[config.mk]
export PLATFORM = sky130hd
export DESIGN_NAME = apb_modport
export DESIGN_NICKNAME = d
export VERILOG_FILES = /design/src/rtl/apb_modport.sv
export SDC_FILE = /design/constraint.sdc
export NUM_CORES = 2
export LEC_CHECK = 0
export BUFFER_PORTS_ARGS = -buffer_cell sky130_fd_sc_hd__buf_4
export CAP_MARGIN = 15
export CORE_ASPECT_RATIO = 0.8
export CORE_MARGIN = 2
export CORE_UTILIZATION = 50
export DETAILED_ROUTE_END_ITERATION = 16
export GPL_ROUTABILITY_DRIVEN = 0
export PLACE_DENSITY_LB_ADDON = 0.2
export SLEW_MARGIN = 5
export SYNTH_ARGS = -nofsm -noshare
export SYNTH_HDL_FRONTEND = slang
export SYNTH_HIERARCHICAL = 1
export SYNTH_SLANG_ARGS = --single-unit
[constraint.sdc]
create_clock -name PCLK -period 11.4 [get_ports PCLK]
set_input_delay 3.42 -clock PCLK [delete_from_list [all_inputs] [get_ports PCLK]]
set_output_delay 3.42 -clock PCLK [all_outputs]
set_load 0.02 [all_outputs]
[src/rtl/apb_modport.sv]
// APB master FSM driving two 256x8 slaves.
// Bit 8 of the latched address picks the slave.
module apb_slave (
  input  logic       clk,
  input  logic       rst,
  input  logic       psel,
  input  logic       penable,
  input  logic       pwrite,
  input  logic [7:0] paddr,
  input  logic [7:0] pwdata,
  output logic       pready,
  output logic [7:0] prdata,
  output logic       pslverr
);

  logic [7:0]   mem [256];
  logic [255:0] vld;
  logic         wr;

  assign wr     = psel & penable & pwrite;
  assign pready = psel & penable;

  // Valid flags clear on reset; set on a completed write.
  always_ff @(posedge clk) begin
    if (rst) begin
      vld <= '0;
    end else if (wr) begin
      vld[paddr] <= 1'b1;
    end
  end

  // Data storage is not reset; aborted writes never land.
  always_ff @(posedge clk) begin
    if (wr && !rst) begin
      mem[paddr] <= pwdata;
    end
  end

  // Unwritten locations read as zero with an error.
  always_comb begin
    prdata  = vld[paddr] ? mem[paddr] : 8'h00;
    pslverr = psel & penable & ~pwrite & ~vld[paddr];
  end

endmodule

module apb_modport (
  input  logic       PCLK,
  input  logic       PRESETn,
  input  logic       transfer,
  input  logic       READ_WRITE,
  input  logic [8:0] apb_write_paddr,
  input  logic [8:0] apb_read_paddr,
  input  logic [7:0] apb_write_data,
  output logic [7:0] apb_read_data_out,
  output logic       PSLVERR
);

  typedef enum logic [1:0] {
    IDLE   = 2'd0,
    SETUP  = 2'd1,
    ACCESS = 2'd2
  } state_t;

  state_t     state;
  logic       rw;
  logic [8:0] addr;
  logic [7:0] wdata;

  logic       psel1;
  logic       psel2;
  logic       penable;
  logic       pready1;
  logic       pready2;
  logic [7:0] prdata1;
  logic [7:0] prdata2;
  logic       perr1;
  logic       perr2;
  logic       pready;
  logic [7:0] prdata;
  logic       perr;

  assign psel1   = (state != IDLE) & ~addr[8];
  assign psel2   = (state != IDLE) & addr[8];
  assign penable = (state == ACCESS);

  assign pready = addr[8] ? pready2 : pready1;
  assign prdata = addr[8] ? prdata2 : prdata1;
  assign perr   = addr[8] ? perr2 : perr1;

  apb_slave u_slv1 (
    .clk    (PCLK),
    .rst    (PRESETn),
    .psel   (psel1),
    .penable(penable),
    .pwrite (~rw),
    .paddr  (addr[7:0]),
    .pwdata (wdata),
    .pready (pready1),
    .prdata (prdata1),
    .pslverr(perr1)
  );

  apb_slave u_slv2 (
    .clk    (PCLK),
    .rst    (PRESETn),
    .psel   (psel2),
    .penable(penable),
    .pwrite (~rw),
    .paddr  (addr[7:0]),
    .pwdata (wdata),
    .pready (pready2),
    .prdata (prdata2),
    .pslverr(perr2)
  );

  // Master FSM; request fields latch on entry to SETUP.
  always_ff @(posedge PCLK) begin
    if (PRESETn) begin
      state             <= IDLE;
      rw                <= 1'b0;
      addr              <= '0;
      wdata             <= '0;
      apb_read_data_out <= 8'h00;
      PSLVERR           <= 1'b0;
    end else begin
      unique case (state)
        IDLE: begin
          if (transfer) begin
            state <= SETUP;
            rw    <= READ_WRITE;
            addr  <= READ_WRITE ? apb_read_paddr
                                : apb_write_paddr;
            wdata <= apb_write_data;
          end
        end
        SETUP: begin
          state <= ACCESS;
        end
        ACCESS: begin
          if (pready) begin
            if (rw) begin
              apb_read_data_out <= prdata;
              PSLVERR           <= perr;
            end else begin
              PSLVERR <= 1'b0;
            end
            if (transfer) begin
              state <= SETUP;
              rw    <= READ_WRITE;
              addr  <= READ_WRITE ? apb_read_paddr
                                  : apb_write_paddr;
              wdata <= apb_write_data;
            end else begin
              state <= IDLE;
            end
          end
        end
        default: state <= IDLE;
      endcase
    end
  end

endmodule

== Word level (Yosys, flattened, before mapping) ==
Memory sizes are Yosys's and may differ from the RTL's. A register that Yosys moved wholly into a read port is not among the register bits.
Index checks and enable logic that the tools add are counted.
W data, S select, Z words.

* Bits of input ports: 30
* Memory bits (writable): 4096
* Output and inout port bits: 9
* Flip-flop bits (word level): 541
* Memories: 2
* Logic and storage cells: 77

* $lt $le $gt $ge: 2
* Reductions and logical operators: 11
* Mux-type cells: 34
* Bitwise logic cells: 16
* Equal/unequal tests: 4

{| class="wikitable"
|+ Memories
! name !! words !! width !! read ports !! clocked after Yosys merged registers in !! wr ports !! RTL line !! RTL
|-
| u_slv1.mem || 256 || 8 || 1 || 1 || 1 || 16 || <nowiki>logic [7:0] mem [256];</nowiki>
|-
| u_slv2.mem || 256 || 8 || 1 || 1 || 1 || 16 ||
|}

{| class="wikitable"
|+ Operators with widths
! kind !! number
|-
| $or A256 B256 Y256 || 2
|-
| $mux W8 || 9
|-
| $mux W9 || 3
|-
| $pmux W9 S2 || 1
|-
| $bmux W1 S8 || 2
|-
| $pmux W8 S2 || 1
|-
| $mux W1 || 13
|-
| $and A1 B1 Y1 || 10
|-
| $lt A8 B9 Y1 const B || 1
|-
| $demux W1 S8 || 1
|-
| $ge A8 B1 Y1 const B || 1
|-
| $pmux W2 S3 || 1
|-
| $reduce_and A2 Y1 || 3
|-
| $mux W2 || 2
|-
| $ne A2 B2 Y1 const B || 2
|-
| $not A1 Y1 || 4
|-
| $reduce_bool A2 Y1 || 2
|-
| $logic_and A1 B1 Y1 || 3
|-
| $reduce_and A3 Y1 || 1
|-
| $eq A2 B1 Y1 const B || 1
|-
| $eq A2 B2 Y1 const B || 1
|-
| $logic_not A2 Y1 || 1
|-
| $pmux W1 S2 || 1
|-
| $logic_not A1 Y1 || 1
|}

== Longest topological paths before layout ==
* Depth in word-level cells: 8
* Depth in mapped cells: 13
* Gate-level depth less buffers: 9

== By module ==
Netlist, hierarchy kept.

{| class="wikitable"
|+ Modules (own cells, without submodules)
! module !! area each (um^2) !! seq. area each (um^2) !! times used !! cells each
|-
| apb_slave || 88272.2 || 66623.9 || 2 || 4520
|-
| apb_modport || 1472.7 || 580.6 || 1 || 148
|}

== Worst setup path before layout ==
Ideal clock, no wire load.

* Path kind: register -> register
* Start point: register wdata[0]
* End point: memory u_slv1.mem[0][0] (data pin)
* Data arrival time: 6.514 ns
* Clock period less this slack: 8.023 ns
* Data required time: 9.891 ns
* Stages on the path, launching flop included: 1
* Path slack: 3.377 ns
* Buffers on the path: 0
* Setup time: 1.509 ns
* Cell sequence: dfxtp_1

{| class="wikitable"
|+ RTL lines
! what !! RTL line !! RTL
|-
| from (decl) || 68 || <nowiki>logic [7:0] wdata;</nowiki>
|-
| from (signal assigned) || 134 || <nowiki>wdata <= apb_write_data;</nowiki>
|-
| from (signal assigned) || 153 || <nowiki>wdata <= apb_write_data;</nowiki>
|-
| to (decl) || 16 ||
|}

Straight into the memory's write port.

== Worst setup path in the final report ==
* Start point: input PRESETn
* End point: memory u_slv1.mem[174][4] (enable)

* Longest elaborated chain between the ends: 4

{| class="wikitable"
|+ Ends and longest elaborated chain
! what !! RTL line !! RTL
|-
| from (decl) || 49 || <nowiki>input logic PRESETn,</nowiki>
|-
| $logic_not A1 Y1 || 34 || <nowiki>if (wr && !rst) begin</nowiki>
|-
| $logic_and A1 B1 Y1 || 34 ||
|-
| $mux W1 || 34 ||
|-
| $mux W1 (not written as such) || 35 || <nowiki>mem[paddr] <= pwdata;</nowiki>
|}

Every way passes these cells.

==> flow_metrics.tcl <==
set metrics [dict create \
    hold_slack_ns 0.4706 \
    ant_nets 0 \
    numClockSinks 4637 \
    clk_pin_slew_ns 0.06 \
    crit_fanout 99 \
    cts_root_buf "clkbuf_16" \
    firstDrtPassIters 6 \
    post_cts_resized 0 \
    final_cells 14330 \
    postCtsSetupBuffers 0 \
    grt.met2_usage 0.3620 \
    row_count 195 \
    drt_iter0_markers 12890 \
    clk_latency_ns 1.02 \
    rsz0062_at_grt "false" \
    hold_start "u_slv1/vld[50]$_SDFFE_PP0P_" \
    numPortBuffers 38 \
    drc 0 \
    grt_first_pass_wirelength_um 654300 \
    register_area_sq_um 133900 \
    layout_common_cells "4,096 x edfxtp_1, 1,152 x mux4_2, 576 x a22oi_1, 531 x dfxtp_1" \
    critPathKind "input pin to register" \
    final.fill_count 25880 \
    finalSetupTns_ns 0 \
    synth_warnings 6 \
    multi_input_area_sq_um 39180 \
    place_area_sq_um 183200 \
    die-area_sq_um 360900 \
    grt_pass1_vias 90370 \
    use_met1 0.3841 \
    synth-seq-cells 4637 \
    worstSetupEndpointType "register" \
    num_vias 92430 \
    antenna_found_initial 17 \
    met3_usage 0.05136 \
    peakVddDrop_v 0.0001455 \
    viasPerCell 6.449 \
    initial_core_util 0.5035 \
    drive_gt1_frac 0.2292 \
    totalWireLength_um 453800 \
    slew_headroom 0.09089 \
    hold_viol_final 0 \
    synth_area_sq_um 178000 \
    crit-reg2reg-launch "addr[0]$_SDFFE_PP0P_" \
    die_y_um 537.7 \
    startpoint "PRESETn" \
    cap_violations 0 \
    cts_tree "built" \
    htreeDepth 5 \
    syn2layout_area_growth_pct 11.45 \
    grt_max_degree 170 \
    ctsHoldBuffers 0 \
    period_needed_ns 6.360 \
    yosysUniqueCellTypes 45 \
    status "completed" \
    required_ns 12.05 \
    slew_viol_final 0 \
    utilization 0.5612 \
    cts_buffers 440 \
    grt.total_usage 0.2481 \
    die_x_um 671.1 \
    grt_busiest_layer "met1" \
    final_common_cell "edfxtp_1" \
    final.period_utilization 0.5579 \
    synth_ff_type "edfxtp_1" \
    nets 9246 \
    ys_async_sr_fraction 0 \
    yosysSeqAreaShare 0.7518 \
    clock_path_buffers 4 \
    hold_class "register to register" \
    grt.overflow.total 0 \
    synth_edf_count 4096 \
    leakagePower_nw 59.01 \
    tightest_slew_ns 1.346 \
    clock_skew_ns 0.07900 \
    powerDensity_nw_per_um2 184.0 \
    io_pins 39 \
    syn_area_per_cell_sq_um 19.37 \
    wl_per_cell_um 31.66 \
    setup_violations 0 \
    synthCells 9188 \
    arrival_ns 7.01 \
    max_freq_mhz 157.2 \
    syn_nets 9218 \
    critPathLaunchType "input pin" \
    dpl.hpwl_um 260400 \
    core_sq_um 353500 \
    place_inst 13500 \
    fin_area_sq_um 198400 \
]
[cell type report]
class / count / share of cell area
diodes: 3 / 0.00003784
clock buffers: 565 / 0.06072
clock inverters: 263 / 0.01556
inverters: 523 / 0.009895
multi-input cells: 3339 / 0.1975
flip-flops and latches: 4637 / 0.6747
well taps: 4728 / 0.02982
repair buffers: 275 / 0.01180
[synth_stat cells (all sizes together) (25+ instances only)]
| cell type | number | area, sq um |
|---|---|---|
| nor2 | 524 | 1967 |
| inv | 522 | 1959 |
| o41ai | 72 | 630.6 |
| buf | 233 | 1584 |
| nand2 | 84 | 315.3 |
| a21oi | 290 | 1455 |
| edfxtp | 4096 | 123000 |
| mux4 | 1152 | 25940 |
| a211oi | 25 | 227.7 |
| o22ai | 512 | 3203 |
| a22oi | 576 | 4324 |
| dfxtp | 541 | 10830 |
| clkbuf | 456 | 1712 |
[flip-flops by register name (all words and copies together) (netlist names)]
signal	flops
apb_read_data_out	8
wdata	8
u_slv2/vld	256
addr	9
u_slv2/mem	2048
state	2
rw	1
PSLVERR	1
u_slv1/mem	2048
u_slv1/vld	256
[stage by stage]
step           setup WS (ns)  power [mW]
6_report               5.040       36.50
2_1_floorplan          3.377       20.88
3_3_place_gp           4.164       21.67
3_5_place_dp           4.126       21.70
4_1_cts                5.140       36.72
5_1_grt                4.748       37.52
[path summary, 6_finish.rpt]
path	to	cells past startpoint	slack, ns
min reg2reg	u_slv1/vld[50]$_SDFFE_PP0P_	2	0.47
max	u_slv1/mem[174][4]$_DFFE_PP_	8	5.04
max reg2reg	apb_read_data_out[1]$_SDFFE_PP0P_	11	5.22
min	u_slv1/vld[50]$_SDFFE_PP0P_	2	0.47
[critical path, stage by stage]
cell     delay [ns]
buf_8          0.43
buf_4          0.88
and3b_1        0.29
nand2_1        0.10
nor2_1         0.12
nand2_2        0.83
buf_4          0.52
nor2_1         0.27
[power breakdown]
part | total (mW) | internal (mW) | switching [mW]
Combinational | 2.67 | 0.929 | 1.74
Sequential | 18.7 | 18.6 | 0.0733
Clock | 15.2 | 8.81 | 6.36
Total | 36.5 | 28.3 | 8.17
[logic make-up after synthesis]
| logic type | count (synthesis) | share of synthesized area |
|---|---|---|
| AO/OA/AOI/OAI | 1505 | 0.05663 |
| buffers and inverters | 1212 | 0.02954 |
| AND/OR/NAND/NOR | 653 | 0.01453 |
| flip-flops | 4637 | 0.7518 |
| XOR/XNOR | 1 | 0.00004921 |
| multiplexers | 1180 | 0.1475 |
[layer usage]
metal | vias to the layer above | part of all wire | wire (um)
met3 | 646 | 0.11 | 47700
met4 | 8 | 0.026 | 11580
met1 | 48960 | 0.43 | 193100
met2 | 5234 | 0.44 | 201500
met5 | - | 0.00013 | 58
li1 | 37580 | - | -
Power figures use the tool's default switching activity.
